File: src/rtl/dbg_uart_bridge.sv
// dbg_uart_bridge: UART-to-debug-port initiator.
// Receives 9-byte frames (cmd, addr LSB first, data LSB first) over 8N1 serial,
// drives the debug command until dbg_ready_i, then returns the captured 32-bit
// read word over serial, LSB byte first.
// Ports:
//   clk_i, rst_i         clock, asynchronous active-high reset
//   uart_rx_i/uart_tx_o  serial in/out, 8N1, idle high
//   dbg_cmd_o            command (0x00 = none), valid only while issuing
//   dbg_addr_o/_data_o   address / write data of the last assembled frame
//   dbg_data_i           read data, captured when dbg_ready_i is high
//   busy_o               frame issued and response not yet fully sent
//   err_o                sticky framing / timeout / dropped-byte flag
module dbg_uart_bridge #(
  parameter int unsigned CLKS_PER_BIT = 868,
  parameter int unsigned IDLE_TIMEOUT = 20
) (
  input  logic        clk_i,
  input  logic        rst_i,
  input  logic        uart_rx_i,
  output logic        uart_tx_o,
  output logic [7:0]  dbg_cmd_o,
  output logic [31:0] dbg_addr_o,
  output logic [31:0] dbg_data_o,
  input  logic [31:0] dbg_data_i,
  input  logic        dbg_ready_i,
  output logic        busy_o,
  output logic        err_o
);
  localparam int unsigned    CntW     = $clog2(CLKS_PER_BIT);
  localparam logic [CntW-1:0] BitLast  = CntW'(CLKS_PER_BIT - 1);
  localparam logic [CntW-1:0] HalfLast = CntW'(CLKS_PER_BIT / 2 - 1);
  localparam logic [31:0]     ToLimit  = 32'(IDLE_TIMEOUT * CLKS_PER_BIT);

  // ---------------- RX deserializer ----------------
  typedef enum logic [1:0] {RxIdle, RxStart, RxData, RxStop} rx_state_e;
  rx_state_e       rx_state_q, rx_state_d;
  logic            rx_s1_q, rx_s2_q, rx_prev_q;
  logic [CntW-1:0] rx_cnt_q, rx_cnt_d;
  logic [2:0]      rx_bit_q, rx_bit_d;
  logic [7:0]      rx_sh_q, rx_sh_d;
  logic            rx_done, rx_ferr;

  always_comb begin
    rx_state_d = rx_state_q;
    rx_cnt_d   = rx_cnt_q + 1'b1;
    rx_bit_d   = rx_bit_q;
    rx_sh_d    = rx_sh_q;
    rx_done    = 1'b0;
    rx_ferr    = 1'b0;
    case (rx_state_q)
      RxIdle: begin
        rx_cnt_d = '0;
        if (rx_prev_q && !rx_s2_q) rx_state_d = RxStart;
      end
      RxStart: if (rx_cnt_q == HalfLast) begin
        // High at mid start bit is a glitch, not a start.
        rx_cnt_d   = '0;
        rx_bit_d   = '0;
        rx_state_d = rx_s2_q ? RxIdle : RxData;
      end
      RxData: if (rx_cnt_q == BitLast) begin
        rx_cnt_d = '0;
        rx_sh_d  = {rx_s2_q, rx_sh_q[7:1]};
        rx_bit_d = rx_bit_q + 3'd1;
        if (rx_bit_q == 3'd7) rx_state_d = RxStop;
      end
      RxStop: if (rx_cnt_q == BitLast) begin
        rx_cnt_d   = '0;
        rx_state_d = RxIdle;
        rx_done    = rx_s2_q;
        rx_ferr    = !rx_s2_q;
      end
      default: rx_state_d = RxIdle;
    endcase
  end

  // ---------------- Frame parser / issue / response ----------------
  typedef enum logic [2:0] {StIdle, StAddr, StData, StIssue, StResp} state_e;
  state_e          state_q, state_d;
  logic [2:0]      byte_cnt_q, byte_cnt_d;
  logic [7:0]      cmd_q, cmd_d;
  logic [63:0]     frame_q, frame_d;
  logic [31:0]     addr_q, addr_d, data_q, data_d, resp_q, resp_d;
  logic [31:0]     to_cnt_q, to_cnt_d;
  logic            err_q, err_d;
  logic            tx_go_q, tx_go_d;
  logic [1:0]      tx_byte_q, tx_byte_d;
  logic [3:0]      tx_pos_q, tx_pos_d;
  logic [CntW-1:0] tx_cnt_q, tx_cnt_d;
  logic            tx_q, tx_d;
  logic [7:0]      tx_data;

  always_comb begin
    state_d    = state_q;
    byte_cnt_d = byte_cnt_q;
    cmd_d      = cmd_q;
    frame_d    = frame_q;
    addr_d     = addr_q;
    data_d     = data_q;
    resp_d     = resp_q;
    to_cnt_d   = '0;
    err_d      = err_q;
    tx_go_d    = tx_go_q;
    tx_byte_d  = tx_byte_q;
    tx_pos_d   = tx_pos_q;
    tx_cnt_d   = tx_cnt_q;
    case (state_q)
      StIdle: if (rx_done && rx_sh_q != 8'h00) begin
        cmd_d      = rx_sh_q;
        byte_cnt_d = '0;
        state_d    = StAddr;
      end
      StAddr, StData: begin
        to_cnt_d = to_cnt_q + 32'd1;
        if (rx_ferr || to_cnt_q > ToLimit) begin
          err_d      = 1'b1;
          byte_cnt_d = '0;
          state_d    = StIdle;
        end else if (rx_done) begin
          to_cnt_d   = '0;
          frame_d    = {rx_sh_q, frame_q[63:8]};
          byte_cnt_d = byte_cnt_q + 3'd1;
          if (byte_cnt_q == 3'd3) state_d = StData;
          if (byte_cnt_q == 3'd7) begin
            // Outputs only change once a whole frame has arrived.
            addr_d  = frame_q[39:8];
            data_d  = {rx_sh_q, frame_q[63:40]};
            state_d = StIssue;
          end
        end
      end
      StIssue: if (dbg_ready_i) begin
        resp_d    = dbg_data_i;
        tx_go_d   = 1'b0;
        tx_byte_d = '0;
        tx_pos_d  = '0;
        tx_cnt_d  = '0;
        state_d   = StResp;
      end
      StResp: begin
        // First RESP cycle only arms the transmitter; start bit follows.
        if (!tx_go_q) begin
          tx_go_d = 1'b1;
        end else if (tx_cnt_q == BitLast) begin
          tx_cnt_d = '0;
          if (tx_pos_q == 4'd9) begin
            tx_pos_d  = '0;
            tx_byte_d = tx_byte_q + 2'd1;
            if (tx_byte_q == 2'd3) begin
              tx_go_d = 1'b0;
              state_d = StIdle;
            end
          end else begin
            tx_pos_d = tx_pos_q + 4'd1;
          end
        end else begin
          tx_cnt_d = tx_cnt_q + 1'b1;
        end
      end
      default: state_d = StIdle;
    endcase
    if (rx_ferr) err_d = 1'b1;
    if (rx_done && (state_q == StIssue || state_q == StResp)) err_d = 1'b1;
  end

  // TX line is registered from next-state values so it is glitch-free.
  assign tx_data = resp_d[{tx_byte_d, 3'b000} +: 8];

  always_comb begin
    tx_d = 1'b1;
    if (state_d == StResp && tx_go_d) begin
      if (tx_pos_d == 4'd0)      tx_d = 1'b0;
      else if (tx_pos_d != 4'd9) tx_d = tx_data[3'(tx_pos_d - 4'd1)];
    end
  end

  always_ff @(posedge clk_i or posedge rst_i) begin
    if (rst_i) begin
      rx_s1_q    <= 1'b1;
      rx_s2_q    <= 1'b1;
      rx_prev_q  <= 1'b1;
      rx_state_q <= RxIdle;
      rx_cnt_q   <= '0;
      rx_bit_q   <= '0;
      rx_sh_q    <= '0;
      state_q    <= StIdle;
      byte_cnt_q <= '0;
      cmd_q      <= '0;
      frame_q    <= '0;
      addr_q     <= '0;
      data_q     <= '0;
      resp_q     <= '0;
      to_cnt_q   <= '0;
      err_q      <= 1'b0;
      tx_go_q    <= 1'b0;
      tx_byte_q  <= '0;
      tx_pos_q   <= '0;
      tx_cnt_q   <= '0;
      tx_q       <= 1'b1;
    end else begin
      rx_s1_q    <= uart_rx_i;
      rx_s2_q    <= rx_s1_q;
      rx_prev_q  <= rx_s2_q;
      rx_state_q <= rx_state_d;
      rx_cnt_q   <= rx_cnt_d;
      rx_bit_q   <= rx_bit_d;
      rx_sh_q    <= rx_sh_d;
      state_q    <= state_d;
      byte_cnt_q <= byte_cnt_d;
      cmd_q      <= cmd_d;
      frame_q    <= frame_d;
      addr_q     <= addr_d;
      data_q     <= data_d;
      resp_q     <= resp_d;
      to_cnt_q   <= to_cnt_d;
      err_q      <= err_d;
      tx_go_q    <= tx_go_d;
      tx_byte_q  <= tx_byte_d;
      tx_pos_q   <= tx_pos_d;
      tx_cnt_q   <= tx_cnt_d;
      tx_q       <= tx_d;
    end
  end

  assign dbg_cmd_o  = (state_q == StIssue) ? cmd_q : 8'h00;
  assign dbg_addr_o = addr_q;
  assign dbg_data_o = data_q;
  assign busy_o     = (state_q == StIssue) || (state_q == StResp);
  assign err_o      = err_q;
  assign uart_tx_o  = tx_q;

endmodule

File: config.mk
export PLATFORM = sky130hd
export DESIGN_NAME = dbg_uart_bridge
export DESIGN_NICKNAME = d
export VERILOG_FILES = /design/src/rtl/dbg_uart_bridge.sv
export SDC_FILE = /design/constraint.sdc
export NUM_CORES = 1
export LEC_CHECK = 0
export ABC_AREA = 1
export BUFFER_PORTS_ARGS = -buffer_cell sky130_fd_sc_hd__clkbuf_2
export CAP_MARGIN = 20
export CORE_MARGIN = 8
export CORE_UTILIZATION = 30
export CTS_CLUSTER_DIAMETER = 200
export DETAILED_ROUTE_END_ITERATION = 10
export SYNTH_ARGS = -nofsm -noshare
export SYNTH_HDL_FRONTEND = slang
export SYNTH_SLANG_ARGS = --single-unit
File: constraint.sdc
create_clock -name clk_i -period 18.3 [get_ports clk_i]
set_clock_uncertainty 0.15 [all_clocks]
set_input_delay 0.915 -clock clk_i [delete_from_list [all_inputs] [get_ports clk_i]]
set_output_delay 0.915 -clock clk_i [all_outputs]
set_load 0.1 [all_outputs]
# Yosys cells after proc, flatten, opt, wreduce, memory -nomap -nowiden
# Cells that the tools add are included.
# Widths: inputs -> output; s select.
dict set report totals {
  regBits 251
  latch_bits 0
  mem_bits_rw 0
  romBits 0
  inputBits 36
  out_inout_bits 75
  memories 0
}
dict set report op_classes {
  add_sub_neg 8
  multipliers 0
  div_mod_pow 0
  magnitude_cmp 2
  n_eq_ne 26
  n_shift 1
  mux 67
  n_bitwise 1
  n_reduce_logical 27
}
# cell n
set op_table {}
lappend op_table {{$mux 32} 5}
lappend op_table {{$mux 10} 5}
lappend op_table {{$mux 3} 15}
lappend op_table {{$add 32x1->32 const B} 1}
lappend op_table {{$gt 32x15->1 const B} 1}
lappend op_table {{$shiftx 32x6->8} 1}
lappend op_table {{$pmux 10 s3} 1}
lappend op_table {{$add 10x1->10 const B} 2}
lappend op_table {{$eq 10x10->1 const B} 2}
lappend op_table {{$mux 2} 10}
lappend op_table {{$pmux 10 s2} 1}
lappend op_table {{$mux 1} 17}
lappend op_table {{$mux 4} 4}
lappend op_table {{$ne 2x2->1 const B} 8}
lappend op_table {{$eq 3x3->1 const B} 4}
lappend op_table {{$pmux 3 s2} 2}
lappend op_table {{$pmux 3 s4} 1}
lappend op_table {{$reduce_and 3->1} 4}
lappend op_table {{$eq 10x9->1 const B} 1}
lappend op_table {{$eq 3x2->1 const B} 3}
lappend op_table {{$mux 8} 1}
lappend op_table {{$pmux 2 s4} 1}
lappend op_table {{$pmux 4 s2} 1}
lappend op_table {{$reduce_bool 8->1} 1}
lappend op_table {{27 further kinds} 40}

# Logic depth before layout (Yosys ltp)
dict set report depth {
  word_depth 11
  mapped_depth 18
}

# Worst setup path after synthesis
# OpenSTA, ideal clock, no wires.
dict set report synth_path {
  path_type {register to output}
  startpoint {reg state_q[2]}
  endpoint {out dbg_cmd_o[0]}
  t_arrival_ns 2.059
  required_time_ns 17.235
  path_slack_ns 15.176
  path_stages_with_launch 5
  n_path_buf 1
  cell_sequence {dfrtp_1 inv_1 nand3_1 buf_2 nor2_1}
}
dict set report synth_between {
  elab_chain_cells 2
}
# item line_no
set synth_lines {}
lappend synth_lines {{start, declared} 79} ;# state_e state_q, state_d;
lappend synth_lines {{start signal, assigned} 186} ;# state_q <= StIdle;
lappend synth_lines {{start signal, assigned} 208} ;# state_q <= state_d;
lappend synth_lines {{$eq 3x2->1} 225} ;# assign dbg_cmd_o = (state_q == StIssue) ? cmd_q : 8'h00;
lappend synth_lines {{$mux 8} 225}
lappend synth_lines {{end, declared} 21} ;# output logic [7:0] dbg_cmd_o,
# Every way passes these cells.

# Worst setup path in the final report
dict set report layout_path {
  startpoint {reg to_cnt_q[0]}
  endpoint {reg data_q[16] (netlist: dbg_data_o[16])}
}
dict set report layout_between {
  elab_chain_cells 4
}
# item line_no
set layout_lines {}
lappend layout_lines {{start, declared} 84} ;# logic [31:0] to_cnt_q, to_cnt_d;
lappend layout_lines {{start signal, assigned} 215} ;# to_cnt_q <= to_cnt_d;
lappend layout_lines {{$gt 32x15->1} 115} ;# if (rx_ferr || to_cnt_q > ToLimit) begin
lappend layout_lines {{$logic_or 1x1->1} 115}
lappend layout_lines {{$not 1->1 (no line)} n/a}
lappend layout_lines {{$reduce_and 4->1 (no line)} n/a}
lappend layout_lines {{end signal, assigned} 213} ;# data_q <= data_d;
lappend layout_lines {{end, declared} 83} ;# logic [31:0] addr_q, addr_d, data_q, data_d, resp_q, resp_d;
# Every way passes these cells.
# A chain may end at the register's enable or synchronous reset.

==> results by group <==
Outcome
  • Outcome: complete, no violations

Clock network
  • Worst-skew pair later-pin latency: 0.54 ns
  • Clock-pin slew reported for the worst setup and hold paths after clock tree synthesis: 0.06 ns
  • Hold bufs inserted after CTS: 0
  • Number of instances resized during post-cts repair: 0
  • Clock tree buffer depth: 3
  • TritonCTS clock tree: yes
  • Number of buffers created by CTS: 26
  • Number of levels the H-tree was split into: 1
  • Clock net sink count: 243
  • CTS Root Buffer Type: clkbuf_16
  • Post-CTS setup buffers: 0

Synthesis
  • Library cell with the highest instance count after synthesis: dfrtp_1
  • Post-synthesis net count: 1271
  • Post-synthesis cell type with the largest combined area: dfrtp_1
  • Ys Warns: 0
  • Fraction of post-synthesis cell area in the top cell type by area: 0.545
  • Simple logic cell fraction of the synthesized area: 0.214
  • Xor and xnor area share after synthesis: 0.0184
  • Compound-Gate Fraction of Synth Area: 0.104
  • Main area contributors after synthesis: dfrtp_1 54%, nand2_1 7.6%, o21ai_0 6.3%, inv_1 5.9%, nand3_1 3.9%
  • List of most frequent post-synthesis cells: 239 x dfrtp_1, 221 x nand2_1, 172 x inv_1
  • Mean Syn Cell Area: 9.00 um2
  • Library cells used by synthesis: 54
  • Gate count of the mapped netlist: 1220
  • Mapped Area: 11000 um2
  • Most frequently used flop master after synthesis: dfrtp_1
  • Async set or reset register ratio after synthesis: 1.00
  • Arithmetic-cell share of the synthesized area counting full adders, half adders and majority gates: 0.0171
  • Dominant combinational cell family by area after synthesis: simple AND/OR/NAND/NOR gates
  • Portion of netlist area occupied by mux cells: 0.0103
  • Share of the yosys chip area belonging to registers: 0.554
  • Number of flops mapped to enable cells by yosys: 0
  • Synth Register Bits: 243

Route
  • Total iterations of the first detailed-routing run: 5
  • Detailed-route DRC error count: 0
  • Routed Wire Length: 23900 um
  • Vias/cell: 4.53
  • Count of vias placed by the detailed router: 8191
  • Iteration-0 DRC Markers: 510
  • Antenna Violating Nets Remaining: 0
  • Routed length per instance: 13.2 um

Hold path
  • Worst min path class: register to register
  • Critical hold path startpoint: rx_s1_q$_DFF_PP1_

Timing
  • Period minus WS final: 3.41 ns
  • Final total negative setup slack: 0 ns
  • Final count of negative-setup-slack endpoints: 0
  • RSZ-0062 raised after global routing: no
  • Hold slack final: 0.207 ns
  • Max-slew headroom at the worst pin: 0.408
  • Peak Freq: 0.293 GHz
  • Transition time at the pin with the least slew margin: 0.888 ns
  • Final hold violation count: 0
  • Fin worst setup slack: 14.89 ns
  • Final-report max-slew violation count: 0
  • Final worst-path cycle share: 0.186

Placement
  • HPWL after detailed placement: 16800 um
  • # port buffers: 110
  • Dpl ws: 14.85 ns
  • Weighted congestion at the end of routability-driven global placement: 0.835
  • Dpl cell area: 11900 um2
  • # placed instances: 1763

Final layout
  • Count of antenna diodes in the layout: 0
  • Count of non-filler cells in the finished layout: 1810
  • Post-Layout Inst Area: 12800 um2
  • # nets final: 1375
  • Share of cells above drive strength 1: 0.176
  • Area overhead of the layout relative to synthesis: 16.5%

Floorplan
  • Area of the die: 43000 um2
  • Die span in y: 207 um
  • Number of ports placed on the die boundary: 111
  • Std cell rows: 70
  • Starting Density: 0.302
  • Die width: 207 um
  • Core area: 36300 um2

Worst setup path
  • Crit Path Category: register to register
  • Launching point of the worst reg2reg path: to_cnt_q[0]$_DFF_PP0_
  • Critical Path End Type: register
  • Timing startpoint of the critical path: to_cnt_q[0]$_DFF_PP0_
  • Type of origin of the critical path: register
  • Critical path peak fanout: 97
  • Worst endpoint required time: 18.59 ns
  • WP data arrival: 3.70 ns

Global route
  • First-pass GRT wire length: 41200 um
  • Congestion Overflow GR: 0
  • Pin count of the biggest net entering global routing: 98
  • Overall routing resource usage: 0.111
  • Number of antenna violations at the first check in global routing: 2
  • Number of global-route vias before repair: 8211

Flow run
  • Total of max-cap violations: 0

Power and ir drop
  • Leakage power figure: 6.44 nW
  • Pwr/cell area: 86.9 nW/um2
  • VDD IR-drop max: 0.0617 mV
worst paths after layout:
check | depth (start not counted) | end | slack, ns
worst max register to register | 12 | dbg_data_o[16]$_DFFE_PP0P_ | 14.89
worst min register to register | 0 | rx_s2_q$_DFF_PP1_ | 0.21
worst min-delay path | 0 | rx_s2_q$_DFF_PP1_ | 0.21
worst max-delay path | 12 | dbg_data_o[16]$_DFFE_PP0P_ | 14.89
min in group asynchronous | 2 | dbg_addr_o[3]$_DFFE_PP0P_ | 0.32
max in group asynchronous | 3 | dbg_addr_o[20]$_DFFE_PP0P_ | 16.29
final cells by class:
cell class                      instances  area [um2]
Fill cell                            3733       23600
Sequential cell                       243        6090
Multi-Input combinational cell        758        3990
Clock buffer                           40         743
Inverter                              180         683
Timing Repair Buffer                  115         601
Tap cell                              468         586
Clock inverter                          6        95.1
routing by layer:
metal | wire (um) | global-route usage | vias to the layer above | part of all wire
met5 | 27 | 0 | - | 0.0011
met3 | 1420 | 0.0305 | 36 | 0.059
met4 | 375 | 0.0217 | 4 | 0.016
met1 | 11700 | 0.151 | 3841 | 0.49
li1 | - | - | 4141 | -
met2 | 10400 | 0.174 | 169 | 0.44
metrics by stage:
stage	power [mW]	util
finish	1.11	0.352
global route	1.16	0.352
CTS	1.13	0.351
detailed placement	0.604	0.328
global placement	0.604	0.328
floorplan	0.590	-
where the power goes:
group          switching, mW  internal (mW)
clock network          0.211          0.307
registers            0.00623          0.543
logic                 0.0308         0.0132
total                  0.248          0.864
kinds of logic after synthesis:
family | Yosys count
AO/OA/AOI/OAI | 218
AND/OR/NAND/NOR | 492
flip-flops | 243
buffers and inverters | 219
multiplexers | 10
XOR/XNOR | 23
adder cells (fa/ha/maj) | 15
worst max-delay path, stage by stage, from the launching register on:
cell	delay, ns
dfrtp_1	0.39
inv_1	0.12
ha_1	0.16
a31oi_1	0.08
o21ai_1	0.13
nand3_1	0.09
nand2_1	0.11
and2_1	0.19
nand2_2	0.12
nor2_8	0.09
buf_4	0.65
nand2_2	0.67
o21ai_1	0.35
state kept, by name (all words and copies together) (netlist names), named ones only:
register / cells
dbg_data_o: 32
rx_s2_q: 1
tx_byte_q: 2
state_q: 3
rx_prev_q: 1
rx_bit_q: 3
to_cnt_q: 32
err_o: 1
dbg_addr_o: 32
rx_cnt_q: 10
resp_q: 32
rx_s1_q: 1
rx_state_q: 1
frame_q: 56
tx_cnt_q: 10
cmd_q: 8
uart_tx_o: 1
rx_sh_q: 8
tx_go_q: 1
tx_pos_q: 4
byte_cnt_q: 3
layout by cell type, fill, tap and decap left out, types with 4 or more instances in the layout:
master / instances
o21ai_0: 138
nand3_1: 85
xnor2_1: 6
xor2_1: 17
nor3_1: 18
clkbuf_2: 110
nor2_1: 78
mux2_2: 10
nand2_2: 7
nand4_1: 11
inv_2: 8
nor4_1: 4
clkbuf_16: 26
nor3b_1: 4
nor2_2: 5
inv_1: 171
clkbuf_8: 4
and3_1: 4
buf_4: 4
ha_1: 15
nand2_1: 221
clkbuf_1: 10
a21oi_1: 18
or2_2: 29
dfrtp_1: 239
nor2_4: 4
dfstp_2: 4
o21ai_1: 45
Note: power is estimated with default switching activity, not from simulation.
